--- src/rtl/sva_stim_gen.sv ---
// sva_stim_gen: steps out c/b symbol traces of the language c=1, b=0^g0 1 0^g1 1 with optional error injection,
// alongside the checker state and verdict that a correct checker should report.
module sva_stim_gen #(
  parameter int GAP_W = 4,
  parameter int IDX_W = GAP_W + 1
) (
  input  logic             sys_clk,
  input  logic             sys_rst_n,
  input  logic             start,
  input  logic             abort,
  input  logic             step,
  input  logic [GAP_W-1:0] cfg_gap0,
  input  logic [GAP_W-1:0] cfg_gap1,
  input  logic             cfg_inject,
  input  logic [IDX_W-1:0] cfg_err_idx,
  output logic             busy,
  output logic             c_o,
  output logic             b_o,
  output logic             sym_valid,
  output logic [IDX_W-1:0] sym_idx,
  output logic [2:0]       exp_state,
  output logic             done,
  output logic             exp_succ,
  output logic             exp_fail
);
  typedef enum logic [2:0] {IDLE, GAP0, HIT1, GAP1, HIT2} state_t;
  state_t r_state, w_state;
  logic [GAP_W-1:0] r_gap0, r_gap1, r_cnt, w_gap0, w_gap1, w_cnt;
  logic [IDX_W-1:0] r_err_idx, r_idx, r_sym_idx, w_err_idx, w_idx, w_sym_idx;
  logic [2:0] r_exp, w_exp;
  logic r_inject, r_c, r_b, r_valid, r_done, r_succ, r_fail;
  logic w_inject, w_c, w_b, w_valid, w_done, w_succ, w_fail, w_err, w_hit;
  function automatic logic [2:0] nx_exp(input logic [2:0] s, input logic c, input logic b);
    return !c ? 3'd5 :
           (s == 3'd0 || s == 3'd2) ? (b ? 3'd1 : 3'd2) :
           (s == 3'd1 || s == 3'd3) ? (b ? 3'd4 : 3'd3) : s;
  endfunction
  always_comb begin
    w_state   = r_state;
    w_gap0    = r_gap0;
    w_gap1    = r_gap1;
    w_cnt     = r_cnt;
    w_inject  = r_inject;
    w_err_idx = r_err_idx;
    w_idx     = r_idx;
    w_sym_idx = r_sym_idx;
    w_exp     = r_exp;
    w_c       = r_c;
    w_b       = r_b;
    w_valid   = 1'b0;
    w_done    = 1'b0;
    w_succ    = 1'b0;
    w_fail    = 1'b0;
    w_err     = r_inject && (r_idx == r_err_idx);
    w_hit     = (r_state == HIT1) || (r_state == HIT2);
    if (abort) begin
      w_state   = IDLE;
      w_c       = 1'b0;
      w_b       = 1'b0;
      w_exp     = 3'd0;
      w_sym_idx = '0;
    end else if (r_state == IDLE) begin
      if (start) begin
        w_gap0    = cfg_gap0;
        w_gap1    = cfg_gap1;
        w_inject  = cfg_inject;
        w_err_idx = cfg_err_idx;
        w_idx     = '0;
        w_cnt     = '0;
        w_exp     = 3'd0;
        w_state   = (cfg_gap0 == '0) ? HIT1 : GAP0;
      end
    end else if (step) begin
      w_c       = !w_err;
      w_b       = !w_err && w_hit;
      w_valid   = 1'b1;
      w_sym_idx = r_idx;
      w_idx     = r_idx + IDX_W'(1);
      w_cnt     = r_cnt + GAP_W'(1);
      w_exp     = nx_exp(r_exp, w_c, w_b);
      if (w_err) begin
        w_state = IDLE;
        w_done  = 1'b1;
        w_fail  = 1'b1;
      end else if (r_state == GAP0) begin
        w_state = (r_cnt == r_gap0 - GAP_W'(1)) ? HIT1 : GAP0;
      end else if (r_state == HIT1) begin
        w_cnt   = '0;
        w_state = (r_gap1 == '0) ? HIT2 : GAP1;
      end else if (r_state == GAP1) begin
        w_state = (r_cnt == r_gap1 - GAP_W'(1)) ? HIT2 : GAP1;
      end else begin
        w_state = IDLE;
        w_done  = 1'b1;
        w_succ  = 1'b1;
      end
    end
  end
  always_ff @(posedge sys_clk or negedge sys_rst_n) begin
    if (!sys_rst_n) begin
      r_state   <= IDLE;
      r_gap0    <= '0;
      r_gap1    <= '0;
      r_cnt     <= '0;
      r_inject  <= 1'b0;
      r_err_idx <= '0;
      r_idx     <= '0;
      r_sym_idx <= '0;
      r_exp     <= 3'd0;
      r_c       <= 1'b0;
      r_b       <= 1'b0;
      r_valid   <= 1'b0;
      r_done    <= 1'b0;
      r_succ    <= 1'b0;
      r_fail    <= 1'b0;
    end else begin
      r_state   <= w_state;
      r_gap0    <= w_gap0;
      r_gap1    <= w_gap1;
      r_cnt     <= w_cnt;
      r_inject  <= w_inject;
      r_err_idx <= w_err_idx;
      r_idx     <= w_idx;
      r_sym_idx <= w_sym_idx;
      r_exp     <= w_exp;
      r_c       <= w_c;
      r_b       <= w_b;
      r_valid   <= w_valid;
      r_done    <= w_done;
      r_succ    <= w_succ;
      r_fail    <= w_fail;
    end
  end
  assign busy      = (r_state != IDLE);
  assign c_o       = r_c;
  assign b_o       = r_b;
  assign sym_valid = r_valid;
  assign sym_idx   = r_sym_idx;
  assign exp_state = r_exp;
  assign done      = r_done;
  assign exp_succ  = r_succ;
  assign exp_fail  = r_fail;
endmodule

--- config.mk ---
export PLATFORM = sky130hd
export DESIGN_NAME = sva_stim_gen
export DESIGN_NICKNAME = d
export VERILOG_FILES = /design/src/rtl/sva_stim_gen.sv
export SDC_FILE = /design/constraint.sdc
export NUM_CORES = 1
export LEC_CHECK = 0
export ABC_AREA = 1
export CAP_MARGIN = 20
export CORE_MARGIN = 5
export CORE_UTILIZATION = 33
export CTS_BUF_LIST = sky130_fd_sc_hd__clkbuf_16
export CTS_CLUSTER_DIAMETER = 40
export DETAILED_ROUTE_END_ITERATION = 10
export PLACE_DENSITY = 0.62
export RECOVER_POWER = 25
export SYNTH_ARGS = -nofsm -noshare
export SYNTH_HDL_FRONTEND = slang
export SYNTH_SLANG_ARGS = --single-unit
--- constraint.sdc ---
create_clock -name sys_clk -period 2.7 [get_ports sys_clk]
set_clock_uncertainty 0.1 [all_clocks]
set_input_delay 0.27 -clock sys_clk [delete_from_list [all_inputs] [get_ports sys_clk]]
set_output_delay 0.27 -clock sys_clk [all_outputs]
set_load 0.05 [all_outputs]
* After elaboration in Yosys (flattened, before gate mapping)
Cells that the tools add are included.
Storage, ports and cells: bits of input ports 19, output and inout bits 15, word-level logic and storage cells 110, register bits after elaboration 40
Operators by class: mux-type cells 57, add/sub/neg operators 4, eq/ne operators 13, bitwise logic cells 1, reduce and logical (&&, ||, !) cells 20
Operators with widths (count):
- 2-to-1 mux 3 bit | 18
- 2-to-1 mux 5 bit | 6
- 2-to-1 mux 1 bit | 24
- 2-to-1 mux 4 bit | 6
- == test 3 x 2 -> 1 bit, second input constant | 4
- AND reduction 3 bit | 3
- == test 4 bit | 2
- logical NOT 4 bit | 2
- subtractor 4 x 1 -> 4 bit, second input constant | 2
- == test 3 x 1 -> 1 bit, second input constant | 2
- logical NOT 3 bit | 2
- 2-to-1 mux 2 bit | 3
- nonzero test 3 bit | 2
- adder 5 x 1 -> 5 bit, second input constant | 1
- == test 5 bit | 1
- nonzero test 5 bit | 1
- adder 4 x 1 -> 4 bit, second input constant | 1
- != test 2 bit, second input constant | 2
- AND reduction 2 bit | 2
- nonzero test 2 bit | 2
- == test 3 bit, second input constant | 1
- logical OR 1 bit | 3
- != test 3 bit, second input constant | 1
- logical AND 1 bit | 2
- 2 further kinds | 2

* Depth between registers and ports, before layout
Gate-level depths: netlist of the first run.
depth in word-level cells 11, mapped depth 15, depth with buffers taken out 15

* Least setup slack after synthesis of the first run
OpenSTA, ideal clock, no wires.
path type register to register, start register r_idx[2], end register r_exp[0], in the netlist exp_state[0], arrival 1.449 ns, data required time 2.477 ns, stages on the path, launching flop included 11, buffers on the path 0, clock period less this slack 1.672 ns, slack 1.028 ns, setup time 0.123 ns, cell sequence dfrtp_1 -> inv_1 -> nand2_1 -> nand2_1 -> nor2_1 -> nand3_1 -> nand2_1 -> inv_1 -> ha_1 -> o21ai_0 -> o21ai_1
On the way: cells in the longest elaborated chain, start to end 11, elaborated cells between the ends (all ways) 14, classes of those cells eq/ne (1); mux (8); reduce/logical (5)
RTL lines:
- start, declared | RTL line 29 | logic [IDX_W-1:0] r_err_idx, r_idx, r_sym_idx, w_err_idx, w_idx, w_sym_idx;
- start signal, assigned | RTL line 123 | r_idx <= w_idx;
- == test 5 bit * | RTL line 54 | w_err = r_inject && (r_idx == r_err_idx);
- logical AND 1 bit * | RTL line 54
- logical NOT 1 bit | RTL line 75 | w_b = !w_err && w_hit;
- logical AND 1 bit | RTL line 75
- 2-to-1 mux 3 bit (2 in series) | RTL line 36 | (s == 3'd1 || s == 3'd3) ? (b ? 3'd4 : 3'd3) : s;
- 2-to-1 mux 3 bit | RTL line 35 | (s == 3'd0 || s == 3'd2) ? (b ? 3'd1 : 3'd2) :
- 2-to-1 mux 3 bit | RTL line 34 | return !c ? 3'd5 :
- 2-to-1 mux 3 bit | RTL line 73 | end else if (step) begin
- 2-to-1 mux 3 bit | RTL line 62 | end else if (r_state == IDLE) begin
- 2-to-1 mux 3 bit | RTL line 56 | if (abort) begin
- end signal, assigned | RTL line 125 | r_exp <= w_exp;
- end, declared | RTL line 30 | logic [2:0] r_exp, w_exp;
Mark *: on every way between the ends. The rest lies on a longest branch, timed or not. The select of a mux whose other input is x is not followed. A chain may end at the register's enable or synchronous reset.

* Worst setup path in the final report of the first run
start register r_state[0], end output port busy
On the way: cells in the longest elaborated chain, start to end 1
RTL lines:
- start, declared | RTL line 27 | state_t r_state, w_state;
- start signal, assigned | RTL line 117 | r_state <= w_state;
- nonzero test 3 bit | RTL line 134 | assign busy = (r_state != IDLE);
- end, declared | RTL line 16 | output logic busy,
No other way between the ends.

==> results.txt, run 1 <==
- Status: complete, no violations
- Detailed-placement wirelength estimate: 3400 microns
- Number of DRC markers after the initial detailed-route iteration: 68
- Static timing analysis puts the maximum clock frequency at 455 MHz.
- The Yosys step of the flow raised 0 warnings.
- The worst setup path is captured at an output port.
- Rel. slew slack: 39.4%
- Walking the worst path, the cells encountered are nor2_4 > nand2_4 > clkdlybuf4s50_1.
- Sequential power share: 33.6%
- Yosys reg bits: 40
- Routed wire length: 4570 microns
- The path class of the tightest hold or removal check is input pin to async pin.
* Total vias in the final route: 1873
* Area of the core region: 0.00635 sq mm
- In this run, post-CTS repair resized a total of 0 instances.
- The number of nets handed over by synthesis was 311.
- Number of vias per cell after detailed routing: 4.69
* CTS clock-pin slew for the worst setup and hold paths: 60 ps
- Wire length of the first global-routing pass: 7960 microns
- Measured against the total synthesized area, the mux share comes to 0%.
- The die is 90.9 microns wide.
- The endpoint identified for the worst register-to-register timing path is exp_state[0].
* Post-CTS repair timing setup buffer count: 0
- The H-tree was split into 2 levels.
- Relative contribution of the clock network to total power: 27.9%
- Clock tree from TritonCTS: yes
* Count of port buffers added during placement: 33
- Across the run, the number of max-cap violations was 0.
- The initial utilization of the core area, before any placement, comes to 34.0%.
* Arrival time of the worst setup path: 1830 ps
* Number of placement rows: 29
* Routability-driven placement congestion ratio: 0.815
* Number of hold-repair buffers added at the cts stage: 0
* Via count of the first global-routing pass: 1769
- Total count of max-transition violations in the final report: 0
- Unrepaired setup endpoints after global routing: no
- Reg2Reg Launch Point: r_idx[3]
- Power spread over the standard cell area amounts to 974 mW/mm^2.
* Boundary pin count: 34
- Pin count of the biggest net entering global routing: 41
* Main area contributors after synthesis: dfrtp_1, nand2_1, o21ai_0, inv_1, nor2_1
* Synth Area in Compound Gates: 10.2%
- Of the total synthesized cell area, the portion taken by full adders, half adders and majority gates is 3.48%.
- Start-to-end type of the worst setup path: flip-flop to output port
- After synthesis, the largest family of logic cells by area is simple AND/OR/NAND/NOR gates.
- Data on the critical path is required at its endpoint by 2330 ps.
- Top library cells by usage in the layout, fill and taps aside: nand2_1, dfrtp_1, inv_1, clkdlybuf4s50_1, o21ai_0
- Setup slack, reg-to-reg: 790 ps
- The initial antenna violation count came to 0.
* Worst-Margin Slew: 909 ps
* Setup TNS: 0 ps
- Internal Power: 1.65 mW
* Sequential area share after synthesis: 46.3%
- STA classifies the critical path startpoint as a flip-flop.
- The root buffer cell chosen for the clock tree is clkbuf_16.
- Simple-gate area share of the yosys netlist: 30.2%
- Net switching power figure: 1.02 mW
* Number of clock buffers inserted by TritonCTS: 5
- Xor/xnor share of the synthesized area: 1.62%
- Worst hold slack: 28.1 ps
- GRT Resource Usage Total: 11.6%
- Leaving out fill and tap cells, the most frequent cell in the layout is nand2_1.
* First-pass DRT Iterations: 4
* Synthesized cell area: 0.00216 sq mm
- Unique masters post-synth: 25
- For this run, the slowest stage of the critical path takes 830 ps.
- After global routing the overflow that remains totals 0.
- The clock passes through at most 2 buffers.
- Number of DRC violations after detailed routing: 0
- The cell count after synthesis came out at 286.
- The worst register-to-register path has a depth of 10.
- Layout cell share with drive strength beyond 1: 7.14%
- Combinational share of power: 38.4%
- Dividing the detail-routed wire length by the instance count gives 11.5 microns.
- Mean cell area of the mapped netlist: 7.55 sq um
- Area of the die: 0.00826 sq mm
- VDD IR max: 0.504 mV
- Of the post-synthesis cell area, the dominant cell type holds 46.3%.
* Clock latency of the later-clocked register in the worst-skew pair: 280 ps
* Height of the chip: 90.9 microns
* Dominant cell type by area after synthesis: dfrtp_1
- The area growth from synthesis to layout is 27.1%.
- Setup violations remaining at the end of the flow were counted as 0.
- Worst-path cell with the longest stage delay: clkdlybuf4s50_1
- At the end of the flow, the number of nets in the layout was 347.
- Number of antenna-violating nets in the routed design: 0
- Fraction of power spent switching nets: 38.2%
* Critical path peak fanout: 11
- Leakage: 1.35 nW
- The tree built by TritonCTS fans out to 40 sinks.
- The repair_antennas step left the layout with diodes totalling 0.
* Post-route clock period utilization: 81.4%
- The final-report hold violation count was 0.
- The clock period could shrink to 2200 ps.
[layer usage]
metal  share of wire [%]  up-vias  GRT usage (%)
met5                   0        -              0
met4                0.96        0           2.93
met3                 4.5        5           3.17
met2                  45       35           18.6
met1                  50      862           15.4
li1                    -      971              -
[registers in the layout, indices dropped and copies added, names as in the netlist, 3 cells and up]
register	flops
exp_state	3
r_cnt	4
r_err_idx	5
r_gap0	4
r_gap1	4
r_idx	5
r_state	3
sym_idx	5
[area by class of cell]
class	instances	area, sq um
fill	653	3600
clock buffer	5	125
tap	77	96.3
multi-input combinational	202	983
sequential	40	1000
inverter	39	146
timing repair buffer	34	333
clock inverter	2	60.1
[Yosys cell counts (all sizes together)]
master,instances
nor3,6
or2,1
a41oi,1
xor2,3
nor2,28
a21oi,6
dfrtp,40
o21ai,34
inv,39
clkbuf,2
nand2,102
nand3,10
nand4,4
xnor2,1
ha,6
buf,3
[cell families (layout without fill, tap and decap cells)]
group                    after synthesis  in the layout
adder cells (fa/ha/maj)                6              6
flip-flops                            40             40
AND/OR/NAND/NOR                      151            151
XOR/XNOR                               4              4
buffers and inverters                 44             80
AO/OA/AOI/OAI                         41             41
[worst max-delay path, delay by kind of cell, from the launching register on]
kind / cells / cell delay, ps
flip-flops: 1 / 480
AND/OR/NAND/NOR: 2 / 240
buffers and inverters: 1 / 830
[worst max-delay path by stage]
stage,start,to,slack [ps]
floorplan,r_idx[2],exp_state[0],1030
global placement,abort,r_idx[4],710
detailed placement,abort,r_idx[4],630
CTS,r_state[0],busy,490
global route,r_state[2],busy,430
finish,r_state[0],busy,500
[metrics by stage]
step | total power [mW] | worst slack (ps) | utilization (%) | std cells | cell area [sq um]
2_1_floorplan | 1.69 | 1030 | - | 286 | 2160
3_3_place_gp | 1.92 | 706 | 40.3 | 392 | 2560
3_5_place_dp | 1.94 | 627 | 40.3 | 392 | 2560
4_1_cts | 2.70 | 492 | 43.2 | 399 | 2750
5_1_grt | 2.89 | 427 | 43.2 | 399 | 2750
6_report | 2.67 | 503 | 43.2 | 399 | 2750
[power groups by stage]
stage          Combinational [mW]  Clock [mW]  Sequential, mW
6_report                     1.03       0.747           0.900
5_1_grt                      1.18       0.787           0.920
4_1_cts                      1.04       0.763           0.901
3_5_place_dp                 1.03           0           0.910
3_3_place_gp                 1.02           0           0.906
2_1_floorplan               0.735           0           0.951
Power figures use the tool's default switching activity.
==> run 2: changes to the inputs <==
clock period = 2.1 ns   (was 2.7 ns; I/O delays follow)
==> run 2 against run 1 <==
  * First-iteration DRC count up 7.4%
  * Combinational power up 31%
  * Highest routed layer unchanged
  * Via count down 1.2%
  * Routed wire length up 6.1%
  * Die area unchanged
  * Utilization up 0.35 points
  * Sequential share of layout area down 0.30 points
  * Cell area up 0.82%
  * Non-clock buffer count up 6
  * Clock-buffer cell count unchanged
  * Sequential power up 29%
==> results.txt, run 2 (same netlist as run 1, synthesis figures left out) <==
* Unrepaired setup endpoints after global routing: no
- Clk Tree Root Cell: clkbuf_16
- Routed signal wires occupy layers up through met4.
- Clock latency on the worst-skew pair, taken at its later pin, is 280 ps.
* Status: complete, no violations
- Overall overflow remaining after global route: 0
- Worst slack, placed: 86.2 ps
- The clock tree synthesis step divided the H-tree into 2 levels.
- The first global-routing pass estimated 8200 microns of wire.
- CTS clock-pin slew for the worst setup and hold paths: 60 ps
- For this run, design rule violations remaining after detail routing come to 0.
- Total count of max-transition violations in the final report: 0
- Total vias in the final route: 1851
* Leakage: 1.37 nW
- The routed design uses 2240 microns of met2 wire.
- In the final routed layout, each cell accounts on average for 12.0 microns.
* Worst-Margin Slew: 682 ps
- Buffers inserted during clock tree synthesis total 5.
- Power Dens Cells: 1210 mW/mm^2
- Along the worst path, the maximum fanout reaches 12.
- Type of the most critical hold path: input pin to flip-flop
* Area of the die: 0.00826 sq mm
- Height of the chip: 90.9 microns
- In the global route stage, overall resource usage came out at 12.0%.
* Utilization after layout: 43.6%
- Number of antenna-violating nets in the routed design: 0
* Setup TNS: 0 ps
- Dividing the detail-routed via count by the number of cells gives 4.56.
- The via count of the first global-routing pass was 1731.
- Start-to-end type of the worst setup path: flip-flop to flip-flop
- Of the cells placed in the final design, the portion with a size suffix greater than 1 is 8.51%.
- Number of sinks driven by the clock tree: 40
- Clock Tree Buf Depth: 2
- Summing internal, switching and leakage power gives 3.35 mW.
* Clock tree from TritonCTS: yes
* Post-route clock period utilization: 88.5%
- Ant. Diodes: 0
- Derived from the worst setup path, the maximum achievable clock frequency is 538 MHz.
- Count of port buffers added during placement: 33
* Met3 wire len: 252 microns
- Initial Utilization: 34.0%
- Most common cell after layout, fill and taps aside: nand2_1
- Setup violations remaining at the end of the flow were counted as 0.
- Setup slack on the critical path of the routed design comes to 242 ps.
- Category of the worst setup path capture point: flip-flop
* Arrival time of the worst setup path: 1930 ps
- Entering global routing, the biggest net connects 28 pins.
* Worst hold slack: 368 ps
- The initial antenna violation count is 0.
- WL met1: 2340 microns
- Max-cap violations in this run came to 0.
- For this block, the routed nets add up to 4850 microns of wire.
* Number of placement rows: 29
- Detailed placement finished with a half-perimeter wire length of 3620 microns.
* Number of DRC markers after the initial detailed-route iteration: 73
* VDD IR max: 0.407 mV
- For the finished layout, the period the worst path requires is 1860 ps.
* Final hold violation count: 0
- Required time worst endpoint: 2170 ps
* Fin nets: 353
* Die Span X: 90.9 microns
- Top library cells by usage in the layout, fill and taps aside: nand2_1, dfrtp_1, inv_1, clkdlybuf4s50_1, o21ai_0
* Area growth from synthesis to layout: 28.2%
- Startpoint Class: flip-flop
- Before antenna repair, the detailed router went through 4 iterations.
- The region available for standard cell placement spans 0.00635 sq mm.
- In this run the count of I/O pins placed on the die edge is 34.
- Headroom to the max-slew limit came out at 54.5%.
- Routability-driven placement congestion ratio: 0.818
* Filler cell count: 626
- Post-CTS repair timing setup buffer count: 0
run 2: cell count changes in the layout (fill, tap and decap cells not counted), sizes merged:
cell / change
clkdlybuf4s50: -1
dlygate4sd3: +1
clkbuf: +1
clkinv: +2
bufinv: -1
buf: +5
run 2: timing repair:
item                      CTS  global route
hold buffers                1             0
hold endpoints to repair   25             0
resized for setup           0             0
run 2: per-layer routing:
layer  track usage, %  vias up
li1                 -      979
met1             15.8      837
met2             19.6       33
met3             3.50        2
met4             2.57        0
met5                0        -
run 2: final cells by class:
| cell class | instances | area [sq um] | area share, % |
|---|---|---|---|
| repair buffers | 40 | 378 | 13.7 |
| clock inverters | 3 | 37.5 | 1.36 |
| inverters | 39 | 146 | 5.29 |
| clock buffers | 5 | 125 | 4.52 |
| multi-input cells | 202 | 983 | 35.5 |
| flip-flops and latches | 40 | 1000 | 36.2 |
| well taps | 77 | 96.3 | 3.48 |
run 2: power by group:
part,switching [mW],internal [mW]
Sequential,0.177,0.984
Combinational,0.870,0.480
Clock,0.292,0.552
run 2: worst paths after layout:
kind / slack (ps) / from / depth (start not counted) / end
hold reg to reg: 370 / r_inject / 2 / r_inject
max in group asynchronous: 910 / sys_rst_n / 3 / r_idx[4]
setup / recovery: 240 / r_state[0] / 12 / r_idx[4]
setup reg to reg: 240 / r_state[0] / 12 / r_idx[4]
min in group asynchronous: 400 / sys_rst_n / 2 / exp_state[1]
hold / removal: 370 / cfg_err_idx[1] / 3 / r_err_idx[1]
run 2: critical path: stages, from the launching register on:
cell     delay, ps
dfrtp_1        460
nor2_4         180
nand2_4        140
nand2_2        120
nor2_4          50
inv_2          160
nand2_2        180
nand2_2        120
nor2_4          40
nand2_1         70
nand2_1         50
nand2_1         50
nor2_1          40
run 2: stage by stage:
step | cell area, sq um | cells
floorplan | 2160 | 286
global placement | 2590 | 397
detailed placement | 2590 | 397
CTS | 2770 | 406
global route | 2770 | 406
finish | 2770 | 406
